$ cat config.mk
export PLATFORM = sky130hd
export DESIGN_NAME = memory_arbiter_flat
export DESIGN_NICKNAME = d
export VERILOG_FILES = /design/src/rtl/memory_arbiter_if.sv /design/src/rtl/memory_arbiter.sv /design/src/flat_wrapper.sv
export SDC_FILE = /design/constraint.sdc
export NUM_CORES = 1
export LEC_CHECK = 0
export ABC_CLOCK_PERIOD_IN_PS = 2000
export BUFFER_PORTS_ARGS = -buffer_cell sky130_fd_sc_hd__clkbuf_2
export CORE_UTILIZATION = 38
export CTS_CLUSTER_SIZE = 40
export DETAILED_ROUTE_END_ITERATION = 10
export PLACE_DENSITY_LB_ADDON = 0.1
export SKIP_CTS_REPAIR_TIMING = 1
export SLEW_MARGIN = 20
export SYNTH_ARGS = -nofsm -noshare
export SYNTH_HDL_FRONTEND = slang
export SYNTH_SLANG_ARGS = --single-unit
$ cat constraint.sdc
create_clock -name clk -period 2 [get_ports clk]
set_clock_uncertainty 0.2 [all_clocks]
set_input_delay 0.3 -clock clk [delete_from_list [all_inputs] [get_ports clk]]
set_output_delay 0.3 -clock clk [all_outputs]
set_load 0.02 [all_outputs]
$ cat src/rtl/memory_arbiter_if.sv
// Request/response and block-memory bus shared by the arbiter and its neighbours.
// slave = arbiter side, master = requesters plus memory side.
interface memory_arbiter_if #(
  parameter int ADDRESS_SIZE = 10,
  parameter int WORD_SIZE    = 32
);
  localparam int BYTES = WORD_SIZE / 8;

  logic                    fetch_request_valid;
  logic [ADDRESS_SIZE-1:0] fetch_address;
  logic                    fetch_ready;
  logic                    fetch_response_valid;
  logic [WORD_SIZE-1:0]    fetch_data;

  logic                    data_request_valid;
  logic                    data_write;
  logic [BYTES-1:0]        data_byte_enable;
  logic [ADDRESS_SIZE-1:0] data_address;
  logic [WORD_SIZE-1:0]    data_write_data;
  logic                    data_ready;
  logic                    data_response_valid;
  logic [WORD_SIZE-1:0]    data_read_data;

  logic                    mem_read_enable;
  logic                    mem_write_enable;
  logic [ADDRESS_SIZE-1:0] mem_read_address;
  logic [ADDRESS_SIZE-1:0] mem_write_address;
  logic [WORD_SIZE-1:0]    mem_write_data;
  logic [WORD_SIZE-1:0]    mem_read_data;

  modport slave (
    input  fetch_request_valid, fetch_address,
    output fetch_ready, fetch_response_valid, fetch_data,
    input  data_request_valid, data_write, data_byte_enable, data_address, data_write_data,
    output data_ready, data_response_valid, data_read_data,
    output mem_read_enable, mem_write_enable, mem_read_address, mem_write_address, mem_write_data,
    input  mem_read_data
  );

  modport master (
    output fetch_request_valid, fetch_address,
    input  fetch_ready, fetch_response_valid, fetch_data,
    output data_request_valid, data_write, data_byte_enable, data_address, data_write_data,
    input  data_ready, data_response_valid, data_read_data,
    input  mem_read_enable, mem_write_enable, mem_read_address, mem_write_address, mem_write_data,
    output mem_read_data
  );
endinterface

$ cat src/rtl/memory_arbiter.sv
// Round-robin arbiter sharing one block memory between instruction fetch and
// load/store. Partial-mask stores become a read-modify-write over two cycles.
module memory_arbiter #(
  parameter int ADDRESS_SIZE = 10,
  parameter int WORD_SIZE    = 32
) (
  input  logic              clk,
  input  logic              reset,
  memory_arbiter_if.slave   bus
);
  localparam int BYTES = WORD_SIZE / 8;

  typedef enum logic [1:0] {IDLE, READ_RESP, RMW_WRITE, WRITE_ACK} state_t;

  state_t                  state, next_state;
  logic                    last_grant_data, next_last_grant_data;
  logic                    resp_fetch, next_resp_fetch;
  logic [ADDRESS_SIZE-1:0] lat_addr, next_lat_addr;
  logic [BYTES-1:0]        lat_mask, next_lat_mask;
  logic [WORD_SIZE-1:0]    lat_data, next_lat_data;
  logic [WORD_SIZE-1:0]    merged;
  logic                    grant_fetch, grant_data;

  // Byte merge for the write half of a read-modify-write.
  for (genvar i = 0; i < BYTES; i++) begin : g_merge
    assign merged[8*i +: 8] = lat_mask[i] ? lat_data[8*i +: 8] : bus.mem_read_data[8*i +: 8];
  end

  // Arbitration: a lone requester wins; on a tie the side not granted last wins.
  always_comb begin
    grant_fetch = (state == IDLE) && bus.fetch_request_valid &&
                  (!bus.data_request_valid || last_grant_data);
    grant_data  = (state == IDLE) && bus.data_request_valid &&
                  (!bus.fetch_request_valid || !last_grant_data);
  end

  // Next-state and outputs; everything held at 0 while reset is asserted.
  always_comb begin
    next_state           = state;
    next_last_grant_data = last_grant_data;
    next_resp_fetch      = resp_fetch;
    next_lat_addr        = lat_addr;
    next_lat_mask        = lat_mask;
    next_lat_data        = lat_data;
    bus.fetch_ready          = 1'b0;
    bus.fetch_response_valid = 1'b0;
    bus.fetch_data           = '0;
    bus.data_ready           = 1'b0;
    bus.data_response_valid  = 1'b0;
    bus.data_read_data       = '0;
    bus.mem_read_enable      = 1'b0;
    bus.mem_write_enable     = 1'b0;
    bus.mem_read_address     = '0;
    bus.mem_write_address    = '0;
    bus.mem_write_data       = '0;
    if (!reset) begin
      case (state)
        IDLE: begin
          bus.fetch_ready = grant_fetch;
          bus.data_ready  = grant_data;
          if (grant_fetch) begin
            bus.mem_read_enable  = 1'b1;
            bus.mem_read_address = bus.fetch_address;
            next_last_grant_data = 1'b0;
            next_resp_fetch      = 1'b1;
            next_state           = READ_RESP;
          end else if (grant_data) begin
            next_last_grant_data = 1'b1;
            next_resp_fetch      = 1'b0;
            if (!bus.data_write) begin
              bus.mem_read_enable  = 1'b1;
              bus.mem_read_address = bus.data_address;
              next_state           = READ_RESP;
            end else if (&bus.data_byte_enable) begin
              bus.mem_write_enable  = 1'b1;
              bus.mem_write_address = bus.data_address;
              bus.mem_write_data    = bus.data_write_data;
              next_state            = WRITE_ACK;
            end else if (bus.data_byte_enable == '0) begin
              next_state = WRITE_ACK;
            end else begin
              bus.mem_read_enable  = 1'b1;
              bus.mem_read_address = bus.data_address;
              next_lat_addr        = bus.data_address;
              next_lat_mask        = bus.data_byte_enable;
              next_lat_data        = bus.data_write_data;
              next_state           = RMW_WRITE;
            end
          end
        end
        READ_RESP: begin
          if (resp_fetch) begin
            bus.fetch_response_valid = 1'b1;
            bus.fetch_data           = bus.mem_read_data;
          end else begin
            bus.data_response_valid = 1'b1;
            bus.data_read_data      = bus.mem_read_data;
          end
          next_state = IDLE;
        end
        RMW_WRITE: begin
          bus.mem_write_enable    = 1'b1;
          bus.mem_write_address   = lat_addr;
          bus.mem_write_data      = merged;
          bus.data_response_valid = 1'b1;
          next_state              = IDLE;
        end
        WRITE_ACK: begin
          bus.data_response_valid = 1'b1;
          next_state              = IDLE;
        end
        default: next_state = IDLE;
      endcase
    end
  end

  // State and latched-request registers; reset biases the first tie to fetch.
  always_ff @(posedge clk) begin
    if (reset) begin
      state           <= IDLE;
      last_grant_data <= 1'b1;
      resp_fetch      <= 1'b0;
      lat_addr        <= '0;
      lat_mask        <= '0;
      lat_data        <= '0;
    end else begin
      state           <= next_state;
      last_grant_data <= next_last_grant_data;
      resp_fetch      <= next_resp_fetch;
      lat_addr        <= next_lat_addr;
      lat_mask        <= next_lat_mask;
      lat_data        <= next_lat_data;
    end
  end
endmodule

$ cat src/flat_wrapper.sv
// flat-port wrapper written by rule: the top's interface ports become plain ports
module memory_arbiter_flat 
#(
  parameter int ADDRESS_SIZE = 10,
  parameter int WORD_SIZE    = 32
)
  (clk, reset, bus_fetch_request_valid, bus_fetch_address, bus_fetch_ready, bus_fetch_response_valid, bus_fetch_data, bus_data_request_valid, bus_data_write, bus_data_byte_enable, bus_data_address, bus_data_write_data, bus_data_ready, bus_data_response_valid, bus_data_read_data, bus_mem_read_enable, bus_mem_write_enable, bus_mem_read_address, bus_mem_write_address, bus_mem_write_data, bus_mem_read_data);
  memory_arbiter_if #(.ADDRESS_SIZE(ADDRESS_SIZE), .WORD_SIZE(WORD_SIZE)) bus_i ();
  input  logic clk;
  input  logic reset;
  input wire logic [$bits(bus_i.fetch_request_valid)-1:0] bus_fetch_request_valid;
  input wire logic [$bits(bus_i.fetch_address)-1:0] bus_fetch_address;
  output wire logic [$bits(bus_i.fetch_ready)-1:0] bus_fetch_ready;
  output wire logic [$bits(bus_i.fetch_response_valid)-1:0] bus_fetch_response_valid;
  output wire logic [$bits(bus_i.fetch_data)-1:0] bus_fetch_data;
  input wire logic [$bits(bus_i.data_request_valid)-1:0] bus_data_request_valid;
  input wire logic [$bits(bus_i.data_write)-1:0] bus_data_write;
  input wire logic [$bits(bus_i.data_byte_enable)-1:0] bus_data_byte_enable;
  input wire logic [$bits(bus_i.data_address)-1:0] bus_data_address;
  input wire logic [$bits(bus_i.data_write_data)-1:0] bus_data_write_data;
  output wire logic [$bits(bus_i.data_ready)-1:0] bus_data_ready;
  output wire logic [$bits(bus_i.data_response_valid)-1:0] bus_data_response_valid;
  output wire logic [$bits(bus_i.data_read_data)-1:0] bus_data_read_data;
  output wire logic [$bits(bus_i.mem_read_enable)-1:0] bus_mem_read_enable;
  output wire logic [$bits(bus_i.mem_write_enable)-1:0] bus_mem_write_enable;
  output wire logic [$bits(bus_i.mem_read_address)-1:0] bus_mem_read_address;
  output wire logic [$bits(bus_i.mem_write_address)-1:0] bus_mem_write_address;
  output wire logic [$bits(bus_i.mem_write_data)-1:0] bus_mem_write_data;
  input wire logic [$bits(bus_i.mem_read_data)-1:0] bus_mem_read_data;
  assign bus_i.fetch_request_valid = bus_fetch_request_valid;
  assign bus_i.fetch_address = bus_fetch_address;
  assign bus_fetch_ready = bus_i.fetch_ready;
  assign bus_fetch_response_valid = bus_i.fetch_response_valid;
  assign bus_fetch_data = bus_i.fetch_data;
  assign bus_i.data_request_valid = bus_data_request_valid;
  assign bus_i.data_write = bus_data_write;
  assign bus_i.data_byte_enable = bus_data_byte_enable;
  assign bus_i.data_address = bus_data_address;
  assign bus_i.data_write_data = bus_data_write_data;
  assign bus_data_ready = bus_i.data_ready;
  assign bus_data_response_valid = bus_i.data_response_valid;
  assign bus_data_read_data = bus_i.data_read_data;
  assign bus_mem_read_enable = bus_i.mem_read_enable;
  assign bus_mem_write_enable = bus_i.mem_write_enable;
  assign bus_mem_read_address = bus_i.mem_read_address;
  assign bus_mem_write_address = bus_i.mem_write_address;
  assign bus_mem_write_data = bus_i.mem_write_data;
  assign bus_i.mem_read_data = bus_mem_read_data;
  memory_arbiter #(.ADDRESS_SIZE(ADDRESS_SIZE), .WORD_SIZE(WORD_SIZE)) u_core (.clk(clk), .reset(reset), .bus(bus_i));
endmodule
# Yosys cells after proc, flatten, opt, wreduce, memory -nomap -nowiden
# Index checks and enable logic that the tools add are counted.
[word_totals]
regBits = 50
inputBits = 93
output_inout_bits = 122
wordCells = 92
[classes]
eq_ne = 4
muxes = 62
bitwise = 3
n_reduce_logical = 17
[op_table]
columns = ["op", "n"]
rows = [
  ["$mux 32", 11],
  ["$mux 10", 12],
  ["$pmux 32 s2", 1],
  ["$mux 8", 4],
  ["$mux 1", 26],
  ["$pmux 10 s2", 1],
  ["$mux 2", 4],
  ["$reduce_and 6->1", 1],
  ["$eq 2x2->1 const B", 2],
  ["$logic_and 1x1->1", 4],
  ["$logic_not 4->1", 1],
  ["$pmux 1 s2", 2],
  ["$pmux 2 s2", 1],
  ["$reduce_and 4->1", 1],
  ["$logic_not 1->1", 3],
  ["$ne 3x1->1 const B", 1],
  ["$not 1->1", 3],
  ["$reduce_or 3->1", 1],
  ["$eq 2x1->1 const B", 1],
  ["$logic_not 2->1", 1],
  ["$logic_or 1x1->1", 2],
  ["$reduce_and 2->1", 1],
  ["$reduce_bool 2->1", 1],
  ["$reduce_or 2->1", 1],
]

# Depth between registers and ports, before layout
[depth]
word_depth = 8
depth_mapped = 6
depth_no_buf = 3

# Worst setup path before layout
# No wires, ideal clock.
[synth_timing]
path_kind = "input to output"
start = "in reset"
end = "out bus_fetch_data[22]"
arrival_ps = 1644
required_time_ps = 1500
setup_slack_ps = -144
stages = 4
path_buffers = 2
path_cell_list = "clkbuf_1 > nor4b_1 > clkbuf_1 > and2_1"
[synth_between]
elab_chain_cells = 1
[synth_lines]
columns = ["element", "line_no", "text"]
rows = [
  ["start, declared", "flat_wrapper.sv:10", "input logic reset;"],
  ["$mux 32", "memory_arbiter.sv:56", "if (!reset) begin"],
  ["end, declared", "flat_wrapper.sv:15", "output wire logic [$bits(bus_i.fetch_data)-1:0] bus_fetch_data;"],
]
# Every way passes these cells.

# Final worst setup path
[layout_timing]
start = "reg u_core.state[1]"
end = "out bus_fetch_data[17]"
[layout_between]
elab_chain_cells = 3
[layout_lines]
columns = ["element", "line_no", "text"]
rows = [
  ["start, declared", "memory_arbiter.sv:15", "state_t state, next_state;"],
  ["start signal, assigned", "memory_arbiter.sv:127", "state <= next_state;"],
  ["$eq 2x1->1", "memory_arbiter.sv:57", "case (state)"],
  ["$mux 32", "memory_arbiter.sv:57", ""],
  ["$mux 32", "memory_arbiter.sv:56", ""],
]
# Every way passes these cells.

==> metrics <==
Setup CP Type reg -> out; CTS Sinks 50; final worst-path cycle share 108%; CTS tree done; n_diodes 0; critical path's slowest cell dfxtp_4; ANT nets after route 0; Die Wd 102 um; setup_tns -11.61 ns; Syn Std Cell Area 3760 sq um; gr ovfl total 0; htree depth 2; largest net degree at the start of global routing 41; Slew @ Worst Pin 0.527 ns; vias per cell 5.02; Row Count 35; PortBufs 214; max-slew violations 0; RSZ-0062 raised after global routing true; hold path depth 2; Reg2Reg Depth 5; Setup Viol. Count Final 118; max cap viols 0; Mapped Nets 557; commonest register cell after synthesis dfxtp_1; reg-to-reg setup timing slack 0.08 ns; core area 9420 sq um; Worst slew margin 64.8%; vias in the first global route 3,684; Final Hold Viols 0; crit path buf inv count 4; Post-synth ARST share 0%; Final WS setup -0.164 ns; outcome finished, violations left; final RePlAce weighted congestion 0.755; Synthesis Warnings 0; reg2reg end u_core.lat_data[3]; antenna violations before repair 0; Wirelength per Cell 15.6 um; worst skew pair latency 0.31 ns; root buffer cell clkbuf_8; pwr/cell area 406 nW/um^2; crit path max fanout 8; first-pass GRT wire length 17.4 mm; HPWL after DPL 8.54 mm; Hold WC Path Type in -> reg; Max Freq 0.462 GHz; #FFs+latches synth 50; Area Growth Syn to Fin 62.0%; vias 4,096; hold_sp bus_data_write; Layout fillers 814; slowest stage delay, CP 0.38 ns; Worst Path Required 1.50 ns; Lkg Pwr 2.64 nW; initial DRC count 104; share of cells above drive strength 1 48.9%; Yosys cell types 30; die area 10,300 sq um; number of synthesized flops with an enable pin 0; cell chain of the critical path buf_4, nor4b_4, buf_4, buf_6, and2_1, buf_6; final wirelength 12.8 mm; Pwr Total 0.00248 W; Final Cell Area 6100 sq um; Hold EP u_core.state[0]; CTS Buf Count 5; Final min period 2.16 ns; violated checks negative setup slack; CTS max path bufs 2; fin util 64.8%; syn_area_per_cell 8.11 sq um; Post-Syn Instances 464; final net count 781; register area share after synthesis 26.6%; DRC viols 0; startpoint types register; CP endpoint kind output port; Worst EP arrival 1.66 ns; Initial Util 40.0%; origin of the critical flop-to-flop path u_core.state[1]; maximum VDD drop 0.292 mV; Clock transition at path regs 0.10 ns; Cell Area, Placed 5220 sq um; Die Span Y 102 um; Pre-antenna DRT Iters 6; # IOs 215; critical path's top delay family buffers and inverters; GRT Total Usage 21.0%
-- kinds of logic after synthesis --
kind of cell	synth area share, %
DFF	26.6
buffers and inverters	6.68
AOI/OAI and AO/OA	11.2
and+or+nand+nor	34.8
muxes	20.7
-- worst max-delay path by stage --
| stage | startpoint | endpoint | slack [ns] | cells past startpoint |
|---|---|---|---|---|
| 6_report | u_core.state[1] | bus_fetch_data[17] | -0.16 | 6 |
| 5_1_grt | u_core.state[1] | bus_fetch_data[3] | -0.23 | 6 |
| 4_1_cts | u_core.last_grant_data | bus_mem_write_address[0] | -0.33 | 5 |
| 3_5_place_dp | bus_data_byte_enable[3] | bus_mem_write_address[0] | -0.08 | 6 |
| 3_3_place_gp | bus_data_byte_enable[3] | bus_mem_read_address[4] | -0.03 | 7 |
| 2_1_floorplan | reset | bus_fetch_data[22] | -0.14 | 4 |
-- report_power, final --
| group | switching, W | leakage, nW | internal, W |
|---|---|---|---|
| logic | 0.000407 | 2.19 | 0.000386 |
| registers | 0.0000411 | 0.408 | 0.00104 |
| clock network | 0.000337 | 0.0431 | 0.000268 |
-- registers in the layout (all words and copies together), names as in the netlist --
register and cells:
u_core.lat_data 32, u_core.state 2, u_core.lat_mask 4, u_core.resp_fetch 1, u_core.lat_addr 10, u_core.last_grant_data 1
-- cell usage in the layout (no fill, tap or decap), types with 2 or more instances in the layout --
cell / count
clkbuf_2: 125
nand2b_1: 93
mux2i_1: 78
buf_4: 76
and2_1: 51
buf_6: 46
dfxtp_1: 46
nand2_1: 39
o22ai_2: 23
and2_4: 14
a32o_1: 10
o22ai_1: 8
nand3_1: 6
clkbuf_8: 6
buf_12: 6
buf_8: 5
nand3_2: 4
o21ai_2: 4
nand2_2: 3
o21ai_1: 3
o21ai_4: 3
a21oi_1: 3
a21boi_2: 2
nand2_4: 2
o21ai_0: 2
nor4b_4: 2
nor2_1: 2
and3_1: 2
clkbuf_16: 2
dfxtp_2: 2
dfxtp_4: 2
-- metrics by stage --
stage	hold slack (ns)	worst slack (ns)	std cells
floorplan	0.200	-0.144	464
CTS	0.0114	-0.332	805
finish	0.00737	-0.164	816
global route	0.0156	-0.233	816
detailed placement	0.264	-0.0806	799
global placement	0.259	-0.0306	799
-- cells in the mapped netlist (all sizes together), types with 3 or more instances --
master,n,area (sq um)
a21oi,3,15.0
nand2,44,165
o22ai,32,200
o21ai,12,60.1
nor2,4,15.0
mux2i,78,781
and2,65,407
nor4b,3,32.5
buf,15,139
nand3,11,55.1
dfxtp,50,1000
and3,3,18.8
nand2b,93,582
clkbuf,28,105
a32o,10,100
-- routing by layer --
layer / vias to the layer above / wire (um) / part of all wire [%] / track usage, %
met3: 7 / 500 / 3.9 / 3.04
met4: 0 / 85 / 0.67 / 4.12
met1: 1935 / 5590 / 44 / 25.6
met5: - / 0 / 0 / 0
met2: 127 / 6590 / 52 / 39.1
li1: 2027 / - / - / -
-- cell type report --
class	count	area, sq um	area share (%)
multi-input cells	369	2880	47.2
inverters	2	7.51	0.123
repair buffers	260	1960	32.1
clock buffers	6	82.6	1.35
well taps	129	161	2.65
flip-flops and latches	50	1010	16.6
No activity file was read; power rests on OpenSTA's default activity.
